$ cat config.mk
export PLATFORM = sky130hd
export DESIGN_NAME = voice_alloc_flat
export DESIGN_NICKNAME = d
export VERILOG_FILES = /design/src/rtl/synth_pkg.sv /design/src/rtl/voice_alloc_if.sv /design/src/rtl/voice_pick.sv /design/src/rtl/voice_alloc.sv /design/src/flat_wrapper.sv
export SDC_FILE = /design/constraint.sdc
export NUM_CORES = 1
export LEC_CHECK = 0
export CAP_MARGIN = 0
export CORE_MARGIN = 3
export CORE_UTILIZATION = 25
export CTS_CLUSTER_SIZE = 28
export DETAILED_ROUTE_END_ITERATION = 10
export SYNTH_ARGS = -nofsm -noshare
export SYNTH_HDL_FRONTEND = slang
export SYNTH_SLANG_ARGS = --single-unit
$ cat constraint.sdc
create_clock -name clk -period 5.35 [get_ports clk]
set_input_delay 0.535 -clock clk [delete_from_list [all_inputs] [get_ports clk]]
set_output_delay 0.535 -clock clk [all_outputs]
set_load 0.01 [all_outputs]
$ cat src/rtl/synth_pkg.sv
// synth_pkg: shared note codes, voice count, allocator FSM encoding and rank type
package synth_pkg;
   localparam int NUM_VOICES = 4;
   typedef logic [3:0] note_t;
   typedef logic [1:0] rank_t;
   typedef logic [1:0] vidx_t;
   localparam note_t SILENT = 4'd0;
   localparam note_t NOTE_MAX = 4'd15;
   typedef enum logic {ST_IDLE, ST_UPDATE} va_state_t;
endpackage

$ cat src/rtl/voice_alloc_if.sv
// voice_alloc_if: note request valid/ready handshake
interface voice_alloc_if;
   import synth_pkg::*;
   logic note_valid;
   logic note_ready;
   logic note_on;
   note_t note_code;
   modport master(output note_valid, note_on, note_code, input note_ready);
   modport slave(input note_valid, note_on, note_code, output note_ready);
endinterface

$ cat src/rtl/voice_pick.sv
// voice_pick: finds matching, lowest free and oldest voices for a request
module voice_pick
   import synth_pkg::*;
(
   input  logic [NUM_VOICES-1:0]        busy_i,
   input  note_t [NUM_VOICES-1:0]       code_i,
   input  rank_t [NUM_VOICES-1:0]       rank_i,
   input  note_t                        req_code_i,
   output vidx_t                        match_idx_o,
   output logic                         match_o,
   output vidx_t                        free_idx_o,
   output logic                         free_o,
   output vidx_t                        oldest_idx_o
);
   always_comb begin
      match_idx_o = '0;
      match_o = 1'b0;
      free_idx_o = '0;
      free_o = 1'b0;
      oldest_idx_o = '0;
      // descending scan so the lowest index wins
      for (int i = NUM_VOICES - 1; i >= 0; i--) begin
         if (busy_i[i] && code_i[i] == req_code_i) begin
            match_o = 1'b1;
            match_idx_o = vidx_t'(i);
         end
         if (!busy_i[i]) begin
            free_o = 1'b1;
            free_idx_o = vidx_t'(i);
         end
         if (busy_i[i] && rank_i[i] == 2'd3) oldest_idx_o = vidx_t'(i);
      end
   end
endmodule

$ cat src/rtl/voice_alloc.sv
// voice_alloc: 4-voice note allocator with age-ranked stealing and retrigger
module voice_alloc
   import synth_pkg::*;
#(
   parameter bit RETRIGGER = 1'b1
) (
   input  logic                  clk,
   input  logic                  rst_n,
   voice_alloc_if.slave          note_if,
   input  logic                  all_off_i,
   output note_t                 tone0_o,
   output note_t                 tone1_o,
   output note_t                 tone2_o,
   output note_t                 tone3_o,
   output logic [NUM_VOICES-1:0] voice_busy_o,
   output logic                  stolen_o
);
   va_state_t state_q;
   logic ready_q, stolen_q, stolen_d, req_on_q, match, free, act_on, act_off;
   note_t req_code_q;
   note_t [NUM_VOICES-1:0] tone_q, tone_d;
   rank_t [NUM_VOICES-1:0] rank_q, rank_d;
   logic [NUM_VOICES-1:0] busy;
   vidx_t match_idx, free_idx, oldest_idx, tgt;
   logic [2:0] old_rank;
   always_comb begin
      busy = '0;
      for (int i = 0; i < NUM_VOICES; i++) busy[i] = tone_q[i] != SILENT;
   end
   voice_pick u_pick (
      .busy_i(busy), .code_i(tone_q), .rank_i(rank_q), .req_code_i(req_code_q),
      .match_idx_o(match_idx), .match_o(match), .free_idx_o(free_idx),
      .free_o(free), .oldest_idx_o(oldest_idx)
   );
   // a free voice counts as rank 4 so every busy voice ages when it is allocated
   always_comb begin
      tgt = (!req_on_q || match) ? match_idx : free ? free_idx : oldest_idx;
      old_rank = busy[tgt] ? {1'b0, rank_q[tgt]} : 3'd4;
      act_on = req_on_q && req_code_q != SILENT && (!match || RETRIGGER);
      act_off = !req_on_q && req_code_q != SILENT && match;
      stolen_d = act_on && !match && !free;
      tone_d = tone_q;
      rank_d = rank_q;
      for (int i = 0; i < NUM_VOICES; i++) begin
         if ((act_on || act_off) && vidx_t'(i) == tgt) begin
            tone_d[i] = act_on ? req_code_q : SILENT;
            rank_d[i] = '0;
         end else if (act_on && busy[i] && {1'b0, rank_q[i]} < old_rank)
            rank_d[i] = rank_q[i] + 2'd1;
         else if (act_off && busy[i] && {1'b0, rank_q[i]} > old_rank)
            rank_d[i] = rank_q[i] - 2'd1;
      end
   end
   always_ff @(posedge clk or negedge rst_n) begin
      if (!rst_n) begin
         state_q <= ST_IDLE;
         ready_q <= 1'b0;
         stolen_q <= 1'b0;
         req_on_q <= 1'b0;
         req_code_q <= SILENT;
         tone_q <= '0;
         rank_q <= '0;
      end else if (all_off_i) begin
         state_q <= ST_IDLE;
         ready_q <= 1'b1;
         stolen_q <= 1'b0;
         tone_q <= '0;
         rank_q <= '0;
      end else if (state_q == ST_UPDATE) begin
         state_q <= ST_IDLE;
         ready_q <= 1'b1;
         stolen_q <= stolen_d;
         tone_q <= tone_d;
         rank_q <= rank_d;
      end else begin
         stolen_q <= 1'b0;
         ready_q <= !(note_if.note_valid && ready_q);
         if (note_if.note_valid && ready_q) begin
            state_q <= ST_UPDATE;
            req_on_q <= note_if.note_on;
            req_code_q <= note_if.note_code;
         end
      end
   end
   assign note_if.note_ready = ready_q;
   assign tone0_o = tone_q[0];
   assign tone1_o = tone_q[1];
   assign tone2_o = tone_q[2];
   assign tone3_o = tone_q[3];
   assign voice_busy_o = busy;
   assign stolen_o = stolen_q;
endmodule

$ cat src/flat_wrapper.sv
// flat-port wrapper written by rule: the top's interface ports become plain ports
module voice_alloc_flat import synth_pkg::*;
#(
   parameter bit RETRIGGER = 1'b1
)
  (clk, rst_n, all_off_i, tone0_o, tone1_o, tone2_o, tone3_o, voice_busy_o, stolen_o, note_if_note_valid, note_if_note_on, note_if_note_code, note_if_note_ready);
  voice_alloc_if note_if_i ();
  input  logic clk;
  input  logic rst_n;
  input  logic all_off_i;
  output note_t tone0_o;
  output note_t tone1_o;
  output note_t tone2_o;
  output note_t tone3_o;
  output logic [NUM_VOICES-1:0] voice_busy_o;
  output logic stolen_o;
  input wire logic [$bits(note_if_i.note_valid)-1:0] note_if_note_valid;
  input wire logic [$bits(note_if_i.note_on)-1:0] note_if_note_on;
  input wire logic [$bits(note_if_i.note_code)-1:0] note_if_note_code;
  output wire logic [$bits(note_if_i.note_ready)-1:0] note_if_note_ready;
  assign note_if_i.note_valid = note_if_note_valid;
  assign note_if_i.note_on = note_if_note_on;
  assign note_if_i.note_code = note_if_note_code;
  assign note_if_note_ready = note_if_i.note_ready;
  voice_alloc #(.RETRIGGER(RETRIGGER)) u_core (.clk(clk), .rst_n(rst_n), .note_if(note_if_i), .all_off_i(all_off_i), .tone0_o(tone0_o), .tone1_o(tone1_o), .tone2_o(tone2_o), .tone3_o(tone3_o), .voice_busy_o(voice_busy_o), .stolen_o(stolen_o));
endmodule
After elaboration in Yosys (flattened, before gate mapping)
Cells that the tools add are included.
Word-level totals
  register bits after elaboration: 32
  input port bits: 9
  output and inout bits: 22
Operators by class
  mux-type cells: 55
  reductions and logical operators: 64
  order comparisons: 9
  $add $sub $neg: 8
  bitwise gates (word level): 2
  eq/ne operators: 11
Operator list (count)
  2-to-1 mux 2 bit: 27
  nonzero test 4 bit: 9
  logical AND 1 bit: 34
  2-to-1 mux 16 bit: 2
  2-to-1 mux 4 bit: 5
  == test 4 bit: 4
  2-to-1 mux 1 bit: 16
  2-to-1 mux 8 bit: 2
  AND reduction 2 bit: 8
  greater-than comparator 2 x 3 -> 1 bit: 4
  less-than comparator 2 x 3 -> 1 bit: 4
  nonzero test 2 bit: 5
  adder 2 x 1 -> 2 bit (second input constant): 4
  == test 2 bit (second input constant): 4
  subtractor 2 x 1 -> 2 bit (second input constant): 4
  binary-select mux 2 bit (select 2 bit): 1
  == test 2 bit (first input constant): 2
  logical NOT 1 bit: 4
  less-than comparator 2 x 3 -> 1 bit (second input constant): 1
  2-to-1 mux 3 bit: 1
  AND reduction 3 bit: 1
  binary-select mux 1 bit (select 2 bit): 1
  == test 1 x 2 -> 1 bit (first input constant): 1
  logical NOT 2 bit: 1
  other kinds (2): 4

Longest topological paths before layout
  word-level depth: 18
  depth in mapped cells: 17
  gate-level depth less buffers: 15

Cells and area by module
A second synthesis with hierarchy kept.
Unflattened totals
  cell total of the unflattened synthesis: 289
  area, all modules: 2509.9 µm²
Modules (own cells, without submodules)
  voice_alloc: cells an instance 246, area each 2189.6 µm², instances 1, seq. area each 800.8 µm²
  voice_pick: cells an instance 43, area each 320.3 µm², instances 1, seq. area each 0.0 µm²

Worst setup path before layout
OpenSTA, ideal clock, no wires.
  path type: flip-flop to flip-flop
  start: register u_core.tone_q, in the netlist u_core.tone1_o[0]
  end: register u_core.rank_q[6] (netlist name)
  data required time: 5.224 ns
  setup slack: 1.364 ns
  path buffers: 2
  arrival: 3.860 ns
  period minus slack after synthesis: 3.986 ns
  library setup time: 0.126 ns
  cell stages (with the launch flop): 16
  cells stage by stage: dfrtp_1 > nor4_4 > inv_1 > nand3_1 > nor2_1 > o22ai_1 > and2_2 > clkbuf_1 > clkbuf_1 > mux4_2 > nand2_1 > ha_1 > and3_2 > a221oi_1 > o22ai_1 > a311o_1
On the way
  longest elaborated chain between the ends: 15
  elaborated cells between the ends (all ways): 37
  those cells by class: order compare (2); eq/ne (2); mux (21); reduce/logical (12)
Ends and longest elaborated chain
  from (decl): line voice_alloc.sv:21  | note_t [NUM_VOICES-1:0] tone_q, tone_d;
  from (signal assigned): line voice_alloc.sv:73  | tone_q <= tone_d;
  nonzero test 4 bit *: line voice_alloc.sv:28  | for (int i = 0; i < NUM_VOICES; i++) busy[i] = tone_q[i] != SILENT;
  via voice_busy_o[1]: line flat_wrapper.sv:15  | output logic [NUM_VOICES-1:0] voice_busy_o;
  logical AND 1 bit, on equally long branches: line voice_pick.sv:31, voice_pick.sv:23
  2-to-1 mux 2 bit / 2-to-1 mux 1 bit (equally long branches) (2 in series): line voice_pick.sv:31, voice_pick.sv:23
  2-to-1 mux 2 bit / logical OR 1 bit (equally long branches): line voice_alloc.sv:37  | tgt = (!req_on_q || match) ? match_idx : free ? free_idx : oldest_idx;
  2-to-1 mux 2 bit: line voice_alloc.sv:37
  binary-select mux 2 bit (select 2 bit) / binary-select mux 1 bit (select 2 bit) (equally long branches): line voice_alloc.sv:38  | old_rank = busy[tgt] ? {1'b0, rank_q[tgt]} : 3'd4;
  2-to-1 mux 2 bit (not written as such) / 2-to-1 mux 1 bit (equally long branches): line voice_alloc.sv:38
  2-to-1 mux 3 bit: line voice_alloc.sv:38
  less-than comparator 2 x 3 -> 1 bit: line voice_alloc.sv:48  | end else if (act_on && busy[i] && {1'b0, rank_q[i]} < old_rank)
  logical AND 1 bit: line voice_alloc.sv:48
  2-to-1 mux 2 bit: line voice_alloc.sv:48
  2-to-1 mux 2 bit: line voice_alloc.sv:45  | if ((act_on || act_off) && vidx_t'(i) == tgt) begin
  2-to-1 mux 8 bit: line voice_alloc.sv:69  | end else if (state_q == ST_UPDATE) begin
  2-to-1 mux 8 bit: line voice_alloc.sv:63  | end else if (all_off_i) begin
  to (signal assigned): line voice_alloc.sv:74  | rank_q <= rank_d;
  to (decl): line voice_alloc.sv:22  | rank_t [NUM_VOICES-1:0] rank_q, rank_d;
Mark *: on every way through the listed nets, which the timed path passes. The rest lies on a longest branch. The select of a mux whose other input is x is not followed.
A chain may end at the register's enable or synchronous reset.

Worst setup path after layout
  start: register u_core.tone_q, in the netlist u_core.tone0_o[0]
  end: register u_core.rank_q[6] (netlist name)
On the way
  longest elaborated chain between the ends: 14
  elaborated cells between the ends (all ways): 32
  those cells by class: order compare (2); eq/ne (2); mux (16); reduce/logical (12)
Ends and longest elaborated chain (line)
  nonzero test 4 bit / == test 4 bit (equally long branches): voice_alloc.sv:28, voice_pick.sv:23
  logical AND 1 bit, on equally long branches: voice_pick.sv:31, voice_pick.sv:23
  2-to-1 mux 2 bit / 2-to-1 mux 1 bit (equally long branches): voice_pick.sv:31, voice_pick.sv:23
  2-to-1 mux 2 bit / logical OR 1 bit (equally long branches): voice_alloc.sv:37
  2-to-1 mux 2 bit: voice_alloc.sv:37
  binary-select mux 2 bit (select 2 bit) / binary-select mux 1 bit (select 2 bit) (equally long branches): voice_alloc.sv:38
  2-to-1 mux 2 bit (not written as such) / 2-to-1 mux 1 bit (equally long branches): voice_alloc.sv:38
  2-to-1 mux 3 bit: voice_alloc.sv:38
  less-than comparator 2 x 3 -> 1 bit: voice_alloc.sv:48
  logical AND 1 bit: voice_alloc.sv:48
  2-to-1 mux 2 bit: voice_alloc.sv:48
  2-to-1 mux 2 bit: voice_alloc.sv:45
  2-to-1 mux 8 bit: voice_alloc.sv:69
  2-to-1 mux 8 bit: voice_alloc.sv:63
Several ways; a longest one is shown, not always the timed one. The select of a mux whose other input is x is not followed.

==> impl_metrics.ini <==
[run_status]
status = complete, no violations

[timing]
timing.final.ws_setup_ns = 0.986
finalHoldViolations = 0
setup-violations-final = 0
period_share_pct = 81.6
worst_pin_slew_ns = 1.07
max_slew_margin_pct = 28.5
fmax_mhz = 229
finalCriticalPeriod_ns = 4.36
fin_setup_tns_ns = 0
rsz0062_at_grt = no
fin_skew_ns = 0.00915
finalMaxSlewViolations = 0

[critical_path]
crit_type = flip-flop to flip-flop
cp.arrival_ns = 4.54
timing.rr.end = u_core.rank_q[6]
cp.required_ns = 5.52
reg2reg_slack_ns = 0.99
start_kind = flip-flop
reg2reg_depth = 13
cp_max_fo = 9
r2r-start = u_core.tone0_o[0]
end_kind = flip-flop

[floorplanning]
die_area_um2 = 11200
die_w_um = 106
core-area_um2 = 9460
start_util_pct = 26.2
rows = 35
die_y_um = 106
pin_count = 31

[power]
powerDensity_nw_per_um2 = 400
ir_drop_uv = 158
power_w = 0.00118
p_leak_nw = 1.14

[yosys]
synth.distinct_cells = 71
synth_edf_count = 0
ys_ff_latch = 32
synthArstFlopShare_pct = 100
ys_warn_count = 0
synthesis.area_um2 = 2480
syn-num-nets = 278
avgSynthCellArea_um2 = 9.37
postSynthCellCount = 265
ys.flop_type = dfrtp_1
synth-seq-area-share_pct = 32.3

[global_route]
grt_max_degree = 33
grt.total_usage_pct = 12.6
grt_pass1_vias = 2255
grt_pass1_wl_um = 11500
antenna_found_initial = 0
grt_overflow = 0

[clock_network]
cts_tree = yes
path_clk_slew_ns = 0.07
hold_buffers = 0
cts_setup_buffers = 0
insertion_delay_ns = 0.29
cts_buffer_depth = 2
cts_max_level = 2
clock-sinks = 32
cts-root-buf = clkbuf_8
cts_buffers = 5
cts_resized = 0

[place]
dp_hpwl_um = 5390
gp_congestion = 0.984
dp_slack_ns = 1.04
placement.io_buffers = 30

[layout]
drive_above_1_share_pct = 17.1
fin_nets = 304
n_antenna_cell = 0
layout_commonest_cell = dfrtp_1
fill_cells = 1032
final_cell_mix = dfrtp_1 (32), clkdlybuf4s50_1 (30), nor2_1 (21)
area_growth_pct = 19.2

[routing]
ant_nets = 0
drt-pass1-iter-count = 5
wire_per_inst_um = 16.6
drc_errors = 0
routed_wl_um = 6980
drt-vias-per-instance = 5.33
num_vias = 2243
first_iter_violations = 260

[flow_run]
maxCapViolCount = 0

[min_path]
hold_path_class = flip-flop to flip-flop
min_from = u_core.tone3_o[0]
hold_depth = 1
hold-path-endpoint = u_core.tone3_o[0]
==> sequential cells by signal (all words and copies together), names as in the netlist <==
signal / count
u_core.rank_q: 8
u_core.req_code_q: 4
u_core.tone0_o: 4
u_core.tone1_o: 4
u_core.tone2_o: 4
u_core.tone3_o: 4
u_core.note_if.note_ready: 1
u_core.req_on_q: 1
u_core.state_q: 1
u_core.stolen_o: 1
==> routing by layer <==
layer,global-route usage [%],share of wire [%],vias to the layer above
met1,15.7,44,1074
met5,0,0,-
met3,2.57,5.7,20
met4,4.07,2.3,0
met2,21.5,48,96
li1,-,-,1053
==> layout make-up <==
class                      instances  area, µm²  share of cell area [%]
clock buffer                       8       90.1                    3.05
inverter                          10       37.5                    1.27
multi-input combinational        210       1550                    52.5
sequential                        32        801                    27.1
tap                              129        161                    5.46
timing repair buffer              32        315                    10.7
==> logic make-up after synthesis <==
family	share of synthesized area (%)
buffers and inverters	5.19
AND/OR/NAND/NOR	20.6
XOR/XNOR	5.64
AO/OA/AOI/OAI	23.1
flip-flops	32.3
adder cells (fa/ha/maj)	2.02
multiplexers	11.2
==> power breakdown <==
part / internal [W] / total (W) / switching (W) / leakage, nW
combinational: 0.000283 / 0.000630 / 0.000346 / 0.666
sequential: 0.000280 / 0.000359 / 0.0000783 / 0.425
clock: 0.000105 / 0.000195 / 0.0000905 / 0.0455
==> metrics by stage <==
stage	hold slack (ns)	instance area [µm²]	instances	utilization [%]
6_report	0.589	2960	421	31.3
5_1_grt	0.629	2960	421	31.3
4_1_cts	0.594	2960	421	31.3
3_5_place_dp	0.575	2870	413	30.3
3_3_place_gp	0.578	2870	413	30.3
2_1_floorplan	0.239	2480	265	-
==> synth_stat cells, drive strengths merged, types with 5 or more instances <==
cell | instances | area [µm²]
nand2 | 19 | 71.3
nor3 | 6 | 30.0
mux2 | 20 | 225
nor4 | 6 | 73.8
nor2 | 21 | 78.8
inv | 9 | 33.8
and2 | 7 | 46.3
clkbuf | 8 | 60.1
o21ai | 10 | 50.0
dfrtp | 32 | 801
a211oi | 6 | 45.0
nand3 | 9 | 45.0
a31oi | 6 | 37.5
xnor2 | 12 | 105
o22ai | 6 | 37.5
buf | 5 | 31.3
a21oi | 10 | 57.6
==> worst max-delay path, stage by stage (launching register included) <==
cell and delay [ns]:
dfrtp_1 0.45, nor4_4 0.45, clkinv_1 0.38, nand3_1 0.26, o22ai_1 0.19, a21oi_2 0.41, mux2i_1 0.54, a21oi_2 0.12
nand2_1 0.16, ha_1 0.29, and3_2 0.21, a221oi_1 0.32, o22ai_1 0.14, a311o_1 0.32
==> worst max path at each step <==
stage                            from               end  slack (ns)  cells after the start
floorplan           u_core.tone1_o[0]  u_core.rank_q[6]        1.36                     15
CTS                 u_core.tone0_o[0]  u_core.rank_q[6]        1.02                     13
global placement    u_core.tone0_o[0]  u_core.rank_q[6]        1.14                     13
global route        u_core.tone0_o[0]  u_core.rank_q[6]        0.75                     13
detailed placement  u_core.tone0_o[0]  u_core.rank_q[6]        1.04                     13
finish              u_core.tone0_o[0]  u_core.rank_q[6]        0.99                     13
Note: power is estimated with default switching activity, not from simulation.
